File: config.mk
export PLATFORM = sky130hd
export DESIGN_NAME = rxb_ctl_flat
export DESIGN_NICKNAME = d
export VERILOG_FILES = /design/src/rtl/rxb_ctl_if.sv /design/src/rtl/rxb_ctl.sv /design/src/flat_wrapper.sv
export SDC_FILE = /design/constraint.sdc
export NUM_CORES = 1
export LEC_CHECK = 0
export ABC_AREA = 1
export ABC_CLOCK_PERIOD_IN_PS = 4900
export CELL_PAD_IN_SITES_DETAIL_PLACEMENT = 2
export CELL_PAD_IN_SITES_GLOBAL_PLACEMENT = 2
export CORE_MARGIN = 10
export CORE_UTILIZATION = 25
export CTS_BUF_LIST = sky130_fd_sc_hd__clkbuf_16
export DETAILED_ROUTE_END_ITERATION = 8
export MAX_ROUTING_LAYER = met4
export PLACE_DENSITY = 0.62
export SYNTH_ARGS = -nofsm -noshare
export SYNTH_HDL_FRONTEND = slang
export SYNTH_SLANG_ARGS = --single-unit
File: constraint.sdc
create_clock -name clk -period 4.9 [get_ports clk]
set_clock_uncertainty 0.1 [all_clocks]
set_input_delay 0.735 -clock clk [delete_from_list [all_inputs] [get_ports clk]]
set_output_delay 0.735 -clock clk [all_outputs]
set_load 0.01 [all_outputs]
File: src/rtl/rxb_ctl_if.sv
// rxb_ctl_if: BSP/TCL byte-capture side and CPU read-window side of the CAN receive buffer.
// 'release' is a reserved word, so the message-release pulse is carried as release_msg.
interface rxb_ctl_if #(
  parameter int unsigned AW = 6
);
  logic [7:0]    bsp_data;
  logic          bsp_ready;
  logic          tranceive;
  logic          frame_start;
  logic          frame_ok;
  logic          frame_err;
  logic [3:0]    rd_addr;
  logic          release_msg;
  logic [7:0]    rd_data;
  logic          rbs;
  logic          dos;
  logic          dos_clr;
  logic [AW-1:0] msg_cnt;

  modport slave (
    input  bsp_data, bsp_ready, tranceive, frame_start, frame_ok, frame_err,
    input  rd_addr, release_msg, dos_clr,
    output rd_data, rbs, dos, msg_cnt
  );

  modport master (
    output bsp_data, bsp_ready, tranceive, frame_start, frame_ok, frame_err,
    output rd_addr, release_msg, dos_clr,
    input  rd_data, rbs, dos, msg_cnt
  );
endinterface

File: src/rtl/rxb_ctl.sv
// rxb_ctl: CAN receive buffer -- circular byte FIFO with frame commit/discard and a 10-byte
// CPU read window on the oldest message. Define RXB_OWN_FILTER_EN to drop self-transmitted frames.
module rxb_ctl #(
  parameter int unsigned DEPTH = 64,
  parameter int unsigned AW    = 6
) (
  input  logic     clk,
  input  logic     reset,
  input  logic     clock,
  rxb_ctl_if.slave bus
);
  localparam int unsigned PW        = AW + 1;
  localparam logic [AW:0] FULL_FILL = {1'b1, {AW{1'b0}}};

  logic [7:0]    mem [DEPTH];
  logic [AW:0]   rd_ptr, wr_ptr, wr_tmp, tmp_nxt, msg_len;
  logic [3:0]    frame_cnt, cnt_nxt;
  logic [AW-1:0] msg_cnt_q, hdr_idx, win_idx;
  logic [4:0]    hdr_bits;
  logic          ready_q, ovr_frame, ovr_nxt, own_nxt, dos_q;
  logic          capture, cap_live, cap_wr, full, commit, set_dos, do_release;

  always_comb begin
    capture    = clock && bus.bsp_ready && !ready_q;
    // a byte landing together with frame_err belongs to the aborted frame
    cap_live   = capture && !bus.frame_err;
    full       = (wr_tmp - rd_ptr) == FULL_FILL;
    cap_wr     = cap_live && (frame_cnt < 4'd10) && !ovr_frame && !full;
    ovr_nxt    = ovr_frame || (cap_live && (frame_cnt < 4'd10) && full);
    tmp_nxt    = cap_wr ? wr_tmp + PW'(1) : wr_tmp;
    cnt_nxt    = cap_wr ? frame_cnt + 4'd1 : frame_cnt;
    commit     = bus.frame_ok && !bus.frame_err && !own_nxt && !ovr_nxt && (cnt_nxt >= 4'd2);
    set_dos    = bus.frame_ok && !bus.frame_err && !own_nxt && ovr_nxt;
    do_release = bus.release_msg && (msg_cnt_q != '0);
  end

  // Oldest message length from its header byte: RTR -> 2, else 2 + DLC clamped to 8.
  always_comb begin
    hdr_idx  = rd_ptr[AW-1:0] + AW'(1);
    hdr_bits = mem[hdr_idx][4:0];
    if (hdr_bits[4])
      msg_len = PW'(2);
    else if (hdr_bits[3:0] > 4'd8)
      msg_len = PW'(10);
    else
      msg_len = PW'(2) + PW'(hdr_bits[3:0]);
  end

`ifdef RXB_OWN_FILTER_EN
  logic own_frame;

  assign own_nxt = own_frame || (cap_live && bus.tranceive);

  always_ff @(posedge clk) begin
    if (reset || bus.frame_err)
      own_frame <= 1'b0;
    else if (bus.frame_ok)
      own_frame <= own_nxt;
    else if (bus.frame_start)
      own_frame <= 1'b0;
    else
      own_frame <= own_nxt;
  end
`else
  logic unused_tranceive;

  assign own_nxt          = 1'b0;
  assign unused_tranceive = bus.tranceive;
`endif

  always_ff @(posedge clk) begin
    if (cap_wr && !reset)
      mem[wr_tmp[AW-1:0]] <= bus.bsp_data;
  end

  always_ff @(posedge clk) begin
    if (reset) begin
      rd_ptr    <= '0;
      wr_ptr    <= '0;
      wr_tmp    <= '0;
      frame_cnt <= '0;
      ovr_frame <= 1'b0;
      ready_q   <= 1'b0;
      msg_cnt_q <= '0;
      dos_q     <= 1'b0;
    end else begin
      if (clock)
        ready_q <= bus.bsp_ready;
      if (do_release)
        rd_ptr <= rd_ptr + msg_len;
      msg_cnt_q <= msg_cnt_q + AW'(commit) - AW'(do_release);
      if (set_dos)
        dos_q <= 1'b1;
      else if (bus.dos_clr)
        dos_q <= 1'b0;

      if (bus.frame_err) begin
        wr_tmp    <= wr_ptr;
        frame_cnt <= '0;
      end else if (bus.frame_ok) begin
        frame_cnt <= cnt_nxt;
        ovr_frame <= ovr_nxt;
        if (commit) begin
          wr_ptr <= tmp_nxt;
          wr_tmp <= tmp_nxt;
        end else begin
          wr_tmp <= wr_ptr;
        end
      end else if (bus.frame_start) begin
        wr_tmp    <= wr_ptr;
        frame_cnt <= '0;
        ovr_frame <= 1'b0;
      end else begin
        wr_tmp    <= tmp_nxt;
        frame_cnt <= cnt_nxt;
        ovr_frame <= ovr_nxt;
      end
    end
  end

  always_comb begin
    win_idx     = rd_ptr[AW-1:0] + AW'(bus.rd_addr);
    bus.rd_data = ((msg_cnt_q != '0) && (bus.rd_addr <= 4'd9)) ? mem[win_idx] : 8'h00;
    bus.rbs     = (msg_cnt_q != '0);
    bus.dos     = dos_q;
    bus.msg_cnt = msg_cnt_q;
  end

endmodule
File: src/flat_wrapper.sv
// flat-port wrapper written by rule: the top's interface ports become plain ports
module rxb_ctl_flat 
#(
  parameter int unsigned DEPTH = 64,
  parameter int unsigned AW    = 6
)
  (clk, reset, clock, bus_bsp_data, bus_bsp_ready, bus_tranceive, bus_frame_start, bus_frame_ok, bus_frame_err, bus_rd_addr, bus_release_msg, bus_dos_clr, bus_rd_data, bus_rbs, bus_dos, bus_msg_cnt);
  rxb_ctl_if #(.AW(AW)) bus_i ();
  input  logic clk;
  input  logic reset;
  input  logic clock;
  input wire logic [$bits(bus_i.bsp_data)-1:0] bus_bsp_data;
  input wire logic [$bits(bus_i.bsp_ready)-1:0] bus_bsp_ready;
  input wire logic [$bits(bus_i.tranceive)-1:0] bus_tranceive;
  input wire logic [$bits(bus_i.frame_start)-1:0] bus_frame_start;
  input wire logic [$bits(bus_i.frame_ok)-1:0] bus_frame_ok;
  input wire logic [$bits(bus_i.frame_err)-1:0] bus_frame_err;
  input wire logic [$bits(bus_i.rd_addr)-1:0] bus_rd_addr;
  input wire logic [$bits(bus_i.release_msg)-1:0] bus_release_msg;
  input wire logic [$bits(bus_i.dos_clr)-1:0] bus_dos_clr;
  output wire logic [$bits(bus_i.rd_data)-1:0] bus_rd_data;
  output wire logic [$bits(bus_i.rbs)-1:0] bus_rbs;
  output wire logic [$bits(bus_i.dos)-1:0] bus_dos;
  output wire logic [$bits(bus_i.msg_cnt)-1:0] bus_msg_cnt;
  assign bus_i.bsp_data = bus_bsp_data;
  assign bus_i.bsp_ready = bus_bsp_ready;
  assign bus_i.tranceive = bus_tranceive;
  assign bus_i.frame_start = bus_frame_start;
  assign bus_i.frame_ok = bus_frame_ok;
  assign bus_i.frame_err = bus_frame_err;
  assign bus_i.rd_addr = bus_rd_addr;
  assign bus_i.release_msg = bus_release_msg;
  assign bus_i.dos_clr = bus_dos_clr;
  assign bus_rd_data = bus_i.rd_data;
  assign bus_rbs = bus_i.rbs;
  assign bus_dos = bus_i.dos;
  assign bus_msg_cnt = bus_i.msg_cnt;
  rxb_ctl #(.DEPTH(DEPTH), .AW(AW)) u_core (.clk(clk), .reset(reset), .clock(clock), .bus(bus_i));
endmodule
=== After elaboration in Yosys (flattened, before gate mapping) ===
Memory sizes are Yosys's and may differ from the RTL's.
Cells that the tools add are included.

* Logic and storage cells: 66
* Memory bits (writable): 512
* Memories: 1
* Flip-flop bits (word level): 34

* Bitwise operators: 1
* Reduce and logical (&&, ||, !) cells: 25
* Mux-type cells: 17
* Magnitude comparators: 4
* Add/sub/neg operators: 9
* Eq/ne operators: 1

{| class="wikitable"
|+ Memories
! name !! words !! width !! rd ports !! clocked after memory_dff !! wr ports !! line !! source
|-
| u_core.mem || 64 || 8 || 2 || 0 || 1 || rxb_ctl.sv:15 || <nowiki>logic [7:0] mem [DEPTH];</nowiki>
|}

{| class="wikitable"
|+ Operators with widths
! cell !! number
|-
| 7-bit two-way mux || 7
|-
| 1-bit logical AND || 14
|-
| 4-bit two-way mux || 3
|-
| 8-bit two-way mux || 1
|-
| 7-bit by 1-bit adder with 7-bit output (second input constant) || 1
|-
| 7-bit adder || 1
|-
| 7-bit equality test (second input constant) || 1
|-
| 7-bit subtractor || 1
|-
| 6-bit by 1-bit adder with 6-bit output || 1
|-
| 6-bit by 1-bit adder with 6-bit output (second input constant) || 1
|-
| 6-bit by 4-bit adder with 6-bit output || 1
|-
| 1-bit zero test || 6
|-
| 1-bit two-way mux || 6
|-
| 6-bit nonzero test || 1
|-
| 6-bit by 1-bit subtractor with 6-bit output || 1
|-
| 2-bit by 4-bit adder with 5-bit output (first input constant) || 1
|-
| 4-bit by 1-bit adder with 4-bit output (second input constant) || 1
|-
| 4-bit by 2-bit >= comparator with 1-bit output (second input constant) || 1
|-
| 4-bit greater-than comparator (second input constant) || 1
|-
| 4-bit less-or-equal comparator (second input constant) || 1
|-
| 4-bit less-than comparator (second input constant) || 1
|-
| 2-bit AND reduction || 1
|-
| 2-bit nonzero test || 1
|-
| 2-bit OR reduction || 1
|-
| other kinds (2) || 2
|}

=== Logic depth before layout (Yosys ltp) ===
Gate-level depths: netlist (run 1).

* Depth after elaboration: 12
* Depth in mapped cells: 28
* Mapped depth without buffers: 27

=== Least setup slack after synthesis (run 1) ===
No wires, ideal clock.

* Path type: input to output
* Start: in bus_rd_addr[0]
* End: out bus_rd_data[7]
* Stages on the path: 11
* Buffers on the path: 3
* Data arrival time: 2897 ps
* Setup slack: 1168 ps
* Path through: ha_1 fa_1 buf_2 clkbuf_1 clkbuf_1 o21ai_0 o22ai_1 nand2_1 nand3_1 a21oi_1 nor3_1

* Longest elaborated chain between the ends: 3
* Elaborated cells on any way between the ends: 5

{| class="wikitable"
|+ Ends and longest elaborated chain
! item !! line !! source
|-
| from (decl) || flat_wrapper.sv:18 || <nowiki>input wire logic [$bits(bus_i.rd_addr)-1:0] bus_rd_addr;</nowiki>
|-
| 6-bit by 4-bit adder with 6-bit output / 4-bit less-or-equal comparator (equally long branches) || rxb_ctl.sv:122, rxb_ctl.sv:123 ||
|-
| memory 64 x 8 bit / 1-bit logical AND (equally long branches) || n/a ||
|-
| 8-bit two-way mux * || rxb_ctl.sv:123 || <nowiki>bus.rd_data = ((msg_cnt_q != '0) && (bus.rd_addr <= 4'd9)) ? mem[win_idx] : 8'h00;</nowiki>
|-
| to (decl) || flat_wrapper.sv:21 || <nowiki>output wire logic [$bits(bus_i.rd_data)-1:0] bus_rd_data;</nowiki>
|}

Mark *: on every way between the ends. The rest lies on a longest branch, timed or not.

=== Final worst setup path (run 1) ===
* Start: reg u_core.rd_ptr[0]
* End: out bus_rd_data[7]

* Longest elaborated chain between the ends: 3

{| class="wikitable"
|+ Ends and longest elaborated chain
! item !! line !! source
|-
| from (decl) || rxb_ctl.sv:16 || <nowiki>logic [AW:0] rd_ptr, wr_ptr, wr_tmp, tmp_nxt, msg_len;</nowiki>
|-
| from (signal assigned) || rxb_ctl.sv:90 || <nowiki>rd_ptr <= rd_ptr + msg_len;</nowiki>
|-
| 6-bit by 4-bit adder with 6-bit output || rxb_ctl.sv:122 || <nowiki>win_idx = rd_ptr[AW-1:0] + AW'(bus.rd_addr);</nowiki>
|-
| memory 64 x 8 bit || n/a ||
|-
| 8-bit two-way mux || rxb_ctl.sv:123 ||
|}

Every way passes these cells.

==> run metrics, run 1 <==
Syn Area/Cell=~10 µm²; Buffers on Ports=36; Distinct cells, synth=42; clock sink total=546; Hold Crit Class=input port to flip-flop; Slew Viols, Final=0; Hold WS=between 0.2 and 0.25 ns; Post-synth EDFFs=just over 500; fin crit period=~4.8 ns; R2R depth=25; die span in y=~340 µm; clk buf depth=3; area added between synthesis and finish=24.95%; Initial Util=0.2518; die width=approximately 340 µm; post-route design area=around 33000 µm²; Placed Area=~30000 µm²; wire length per cell=between 20 and 30 µm; RSZ-0062 raised after global routing=yes; initial antenna violation count=4; grt total ovfl=0; hpwl dp=between 70000 and 80000 µm; Final period util=0.9880; final WL=about 110000 µm; synthesized area=about 26000 µm²; total number of vias=~22k; FF-to-FF Start=u_core.rd_ptr[0]; Max IR drop VDD=418.3 µV; number of global-route vias before repair=roughly 24k; largest net degree at the start of global routing=between 70 and 80; worst path required time=4.07 ns; Worst Path Max Fanout=21; Overall Power=~0.024 W; GR peak layer=met2; CTS tree=done; met3 usage=0.03228; status=finished clean; vias per inst=between 5 and 6; Slew HR=0.3841; core box area=between 100000 and 150000 µm²; die footprint=117700 µm²; Hold Vio Cnt, Final=0; Net count, final=around 2.9k; Sequential cell area=between 15000 and 20000 µm²; Synthesis Warnings=0; reg2reg end=u_core.rd_ptr[5]; FF-to-FF setup slack=0.28 ns; met2 GRT Util=0.3082; Post-route DRC=0; CTS buffer count=a little under 70; Worst setup startpoint=u_core.rd_ptr[0]; number of max-cap violations=0; area of the multi-input gates=8732 µm²; main flop type after synthesis=edfxtp_1; leakage power=approximately 12 nW; Mapped Nets=about 2.7k; worst setup path end=bus_rd_data[7]; Skew-Pair Late Insertion Delay=approximately 0.63 ns; Worst Path Class, Setup=flip-flop to output port; ratio of cells with drive above 1 in the final layout=0.1558; initial drt markers=~1.6k; Global Route Usage Sum=0.1865; Ports=38; antenna-violating nets left=0; Synth Instances=about 2.6k; Synth async-reset ratio=0; startpoint types=flip-flop; CP Data Arrival Time=4.01 ns; Synth Register Bits=around 550; 1st-pass router iterations=5; H-tree levels=3; Final GP Congestion=0.8031; count of final setup violators=0; Worst Tran Pin Value=between 0.9 and 1 ns; met1 usage=0.2266; register area share after synthesis=0.6152; FILL cells=11.26k; pwr dens=727.2 nW/µm²; first-pass GRT wire length=about 160000 µm; Root Driver=clkbuf_16; Reg clk slew, reported paths=~0.06 ns; FP Rows=118; Setup crit end kind=output port; fmax=~210 MHz
==> where the power goes <==
part	total [W]	internal (W)	switching [W]
logic	0.0133	0.00479	0.00855
registers	0.00520	0.00515	0.0000507
clock network	0.00518	0.00303	0.00215
total	0.0237	0.0130	0.0108
==> state kept, by name, indices dropped and copies added (netlist names) <==
name,cells
u_core.ready_q,1
u_core.frame_cnt,4
u_core.bus.msg_cnt,6
u_core.mem,512
u_core.wr_ptr,7
u_core.bus.dos,1
u_core.ovr_frame,1
u_core.rd_ptr,7
u_core.wr_tmp,7
==> worst max-delay path, cell delays in order, from the launching register on <==
cell     delay [ns]
dfxtp_4        0.36
ha_4           0.16
fa_4           0.87
buf_6          0.13
buf_12         0.13
buf_12         0.18
o21ai_0        0.10
o22ai_1        0.17
a21oi_1        0.11
a21oi_2        0.32
a21oi_2        0.13
nor3_2         0.40
buf_4          0.18
buf_2          0.12
==> per-stage QoR <==
| step | std cells | setup slack, ns | util | TNS, ns |
|---|---|---|---|---|
| global placement | 4089 | -1.204 | 0.2868 | -5.476 |
| detailed placement | 4089 | -1.180 | 0.2868 | -5.618 |
| floorplan | 2609 | 1.168 | - | 0 |
| global route | 4244 | -0.05396 | 0.3146 | -0.1577 |
| CTS | 4234 | 0.004258 | 0.3127 | 0 |
| finish | 4244 | 0.05883 | 0.3146 | 0 |
==> placed cells by master, fill, tap and decap left out, types with 16 or more instances in the layout <==
cell type	Yosys	routed
edfxtp_1	512	512
o21ai_0	354	324
nand3_1	294	287
a21oi_1	276	271
nand2_1	267	262
inv_1	221	226
buf_4	1	226
nor2_1	225	224
o211ai_1	94	94
clkbuf_16	0	69
buf_12	0	34
dfxtp_1	34	33
o21ai_1	4	29
o22ai_1	29	26
ha_1	27	25
clkdlybuf4s50_1	0	18
clkinv_1	1	16
==> per-layer routing <==
layer,routed length [µm],part of all wire
met4,3880,0.036
met5,0,0
met3,5645,0.052
met2,53190,0.49
met1,46300,0.42
==> worst min path at each step <==
stage                          startpoint           endpoint  cells past startpoint
after detailed placement   u_core.ready_q     u_core.ready_q                      2
after global placement     u_core.ready_q     u_core.ready_q                      2
after floorplan            u_core.ready_q     u_core.ready_q                      2
after CTS                 bus_bsp_data[5]  u_core.mem[50][5]                      1
after global routing      bus_bsp_data[5]  u_core.mem[50][5]                      1
final                     bus_bsp_data[5]  u_core.mem[50][5]                      1
==> final cells by class <==
| class | instances | share of cell area |
|---|---|---|
| inverter | 224 | 0.02636 |
| clock buffer | 68 | 0.05218 |
| sequential | 546 | 0.4925 |
| clock inverter | 55 | 0.01719 |
| antenna | 1 | 0.00007674 |
| tap | 1380 | 0.05295 |
| multi-input combinational | 1659 | 0.2678 |
| timing repair buffer | 311 | 0.09101 |
==> synthesized netlist by cell type (2+ instances only) <==
cell type | n | area, µm²
edfxtp_1 | 512 | 15370
o21ai_0 | 354 | 1772
nand3_1 | 294 | 1471
a21oi_1 | 276 | 1381
nand2_1 | 267 | 1002
nor2_1 | 225 | 844.6
inv_1 | 221 | 829.6
clkbuf_1 | 114 | 427.9
o211ai_1 | 94 | 705.7
buf_2 | 51 | 255.2
dfxtp_1 | 34 | 680.7
o22ai_1 | 29 | 181.4
ha_1 | 27 | 337.8
buf_1 | 14 | 52.55
xor2_1 | 13 | 113.9
a31oi_1 | 12 | 75.07
o221ai_1 | 12 | 105.1
a221oi_1 | 9 | 78.83
nor3_1 | 7 | 35.03
a22oi_1 | 5 | 37.54
mux2i_1 | 4 | 40.04
o21ai_1 | 4 | 20.02
fa_1 | 3 | 60.06
nand2_2 | 3 | 18.77
nand4_1 | 3 | 18.77
a21boi_0 | 2 | 15.01
a22o_1 | 2 | 17.52
inv_2 | 2 | 7.510
nor3_2 | 2 | 20.02
o21bai_1 | 2 | 15.01
==> cell families after synthesis <==
family          share of synthesized area
flops                              0.6152
simple gates                       0.1321
buf+inv                           0.06069
compound gates                     0.1698
mux                              0.001534
other cells                     0.0001437
fa+ha+maj                         0.01525
xor+xnor                         0.005322
==> repair_timing <==
item | CTS | global route
hold buffers | 0 | 0
buffers inserted | 18 | 8
gates resized for setup | 77 | 41
pin swaps | 12 | 23
gates cloned | 4 | 1
setup endpoints to repair | 8 | 12
Power figures use the tool's default switching activity.
==> run 2: changes to the inputs <==
Settings changed: CORE_MARGIN 10 to 5, MAX_ROUTING_LAYER met4 to not set.
==> run 2 against run 1 <==
Non-clock buffer count fell by 7. Utilization barely moved. Register-to-register slack got worse by 0.03 ns. Cell area barely moved. Fmax fell by 0.62%. Total power rose by 0.36%.
==> run metrics, run 2 (synthesized netlist as in run 1, its figures left out) <==
vias per inst=around 5.2; largest net degree at the start of global routing=between 80 and 90; CP top delay family=buffers and inverters; CP cell instances=clkdlybuf4s15_2, ha_4, fa_4, buf_4, buf_12, buf_4, a21oi_1, o21ai_0, nand3_1, a21oi_1, a21oi_1, nor3_1, buf_4, dlygate4sd2_1; die width=333.1 µm; Worst Path Max Fanout=12; Worst Min Path Start=u_core.bus.dos; Skew-Pair Late Insertion Delay=0.63 ns; Final period util=0.9941; Hold Crit Class=flip-flop to flip-flop; max FFs per register=512; Slew Viols, Final=0; FF-to-FF Start=u_core.rd_ptr[0]; first-pass GRT wire length=160800 µm; Hold Path Sink=u_core.bus.dos; ratio of cells with drive above 1 in the final layout=0.1554; Buf/Inv on CP=6; FF-to-FF setup slack=between 0.2 and 0.3 ns; Slew HR=0.3478; area of the multi-input gates=approximately 8800 µm²; CP max-delay cell=fa_4; number of global-route vias before repair=24.24k; Setup crit end kind=output port; wire length per cell=26.18 µm; fin cells=4240; grt total ovfl=0; fin crit period=~4.9 ns; total number of vias=around 22k; commonest non-fill, non-tap cells in the layout=edfxtp_1, o21ai_0, nand3_1; FP Rows=118; initial antenna violation count=4; leakage power=between 10 and 15 nW; 1st-pass router iterations=5; Hold WS=between 0.3 and 0.4 ns; CTS buffer count=a little under 70; most common cell after layout, fill and taps aside=edfxtp_1; worst path required time=4.07 ns; reg2reg end=u_core.rd_ptr[5]; hpwl dp=72690 µm; count of final setup violators=0; Final GP Congestion=roughly 0.83; number of max-cap violations=0; TNS Setup=0 ns; Net count, final=approximately 2.9k; clk buf depth=3; RSZ-0062 raised after global routing=yes; Worst Tran Pin Value=0.9747 ns; dpl cells=between 4k and 5k; die span in y=333.1 µm; Buffers on Ports=36; Hold Vio Cnt, Final=0; fmax=between 200 and 250 MHz; Global Route Usage Sum=0.1921; Post-route DRC=0; CP Data Arrival Time=4.04 ns; hold depth=2; Initial Util=0.2518; antenna-violating nets left=0; pwr dens=between 700 and 800 nW/µm²; FILL cells=about 11k; area added between synthesis and finish=25.07%; status=finished clean; die footprint=roughly 110000 µm²; core box area=103600 µm²; H-tree levels=3; clock sink total=~550; R2R depth=24; Reg clk slew, reported paths=roughly 0.060 ns; slowest cell delay on critical path=between 0.8 and 0.9 ns; startpoint types=input port; initial drt markers=about 1.7k; Sequential cell area=~16000 µm²; Root Driver=clkbuf_16; Ports=38; Max IR drop VDD=roughly 360 µV; Worst Path Class, Setup=input port to output port; final WL=between 100000 and 150000 µm; CTS tree=done
[run 2: cell type report]
class	count	share of cell area
diodes	3	0.0002300
clock buffers	71	0.05443
clock inverters	53	0.01748
inverters	224	0.02641
multi-input cells	1659	0.2682
flip-flops and latches	546	0.4920
well taps	1380	0.05290
repair buffers	304	0.08835
[run 2: per-stage QoR]
step / total power (W) / setup slack [ns] / util / instance area [µm²]
after floorplan: 0.01133 / 1.168 / - / 26100
after global placement: 0.01721 / -0.7890 / 0.2868 / 29720
after detailed placement: 0.01760 / -0.8405 / 0.2868 / 29720
after CTS: 0.02372 / 0.00009326 / 0.3138 / 32530
after global routing: 0.02496 / -0.01050 / 0.3149 / 32640
final: 0.02380 / 0.02870 / 0.3149 / 32640
[run 2: timing repair]
item                                    4_1_cts  5_1_grt
cloned                                        2        1
gates resized for setup                      76       27
buffers inserted                             21        0
pin swaps                                    15       14
endpoints found under the setup margin        8        9
hold buffers                                  0        0
[run 2: worst max path at each step]
stage | cells past startpoint | end | start
final | 14 | bus_rd_data[0] | bus_rd_addr[0]
after CTS | 17 | bus_rd_data[4] | u_core.rd_ptr[0]
after global routing | 16 | bus_rd_data[1] | u_core.rd_ptr[0]
after floorplan | 11 | bus_rd_data[7] | bus_rd_addr[0]
after detailed placement | 15 | bus_rd_data[2] | bus_rd_addr[0]
after global placement | 16 | bus_rd_data[7] | bus_rd_addr[0]
[run 2: power by group]
group          total [W]  internal (W)  switching [W]
logic             0.0132       0.00469        0.00855
registers        0.00521       0.00515      0.0000630
clock network    0.00535       0.00322        0.00213
total             0.0238        0.0131         0.0107
[run 2: metal layers]
metal | wire, µm | global-route usage | vias to the layer above
met5 | 13 | 0 | -
met4 | 3644 | 0.06842 | 2
met3 | 5500 | 0.02880 | 176
met2 | 54690 | 0.3352 | 595
met1 | 47180 | 0.2428 | 11575
li1 | - | - | 9774
[run 2: worst reg2reg max path, cell delays in order (launching register included)]
cell,delay (ns)
dfxtp_4,0.36
buf_4,0.21
ha_4,0.55
inv_1,0.12
buf_4,0.23
o211ai_1,0.13
nand3_1,0.12
nand3_1,0.18
nand3_1,0.29
nand3_1,0.19
nand2_1,0.12
nor2_1,0.14
nand2_1,0.10
nand2_1,0.11
nand2_1,0.09
nor2_1,0.18
ha_1,0.32
a21oi_1,0.15
inv_1,0.06
a31oi_1,0.23
o21bai_1,0.10
a21oi_1,0.14
nor2_1,0.07
o21ai_0,0.19
a21oi_1,0.06
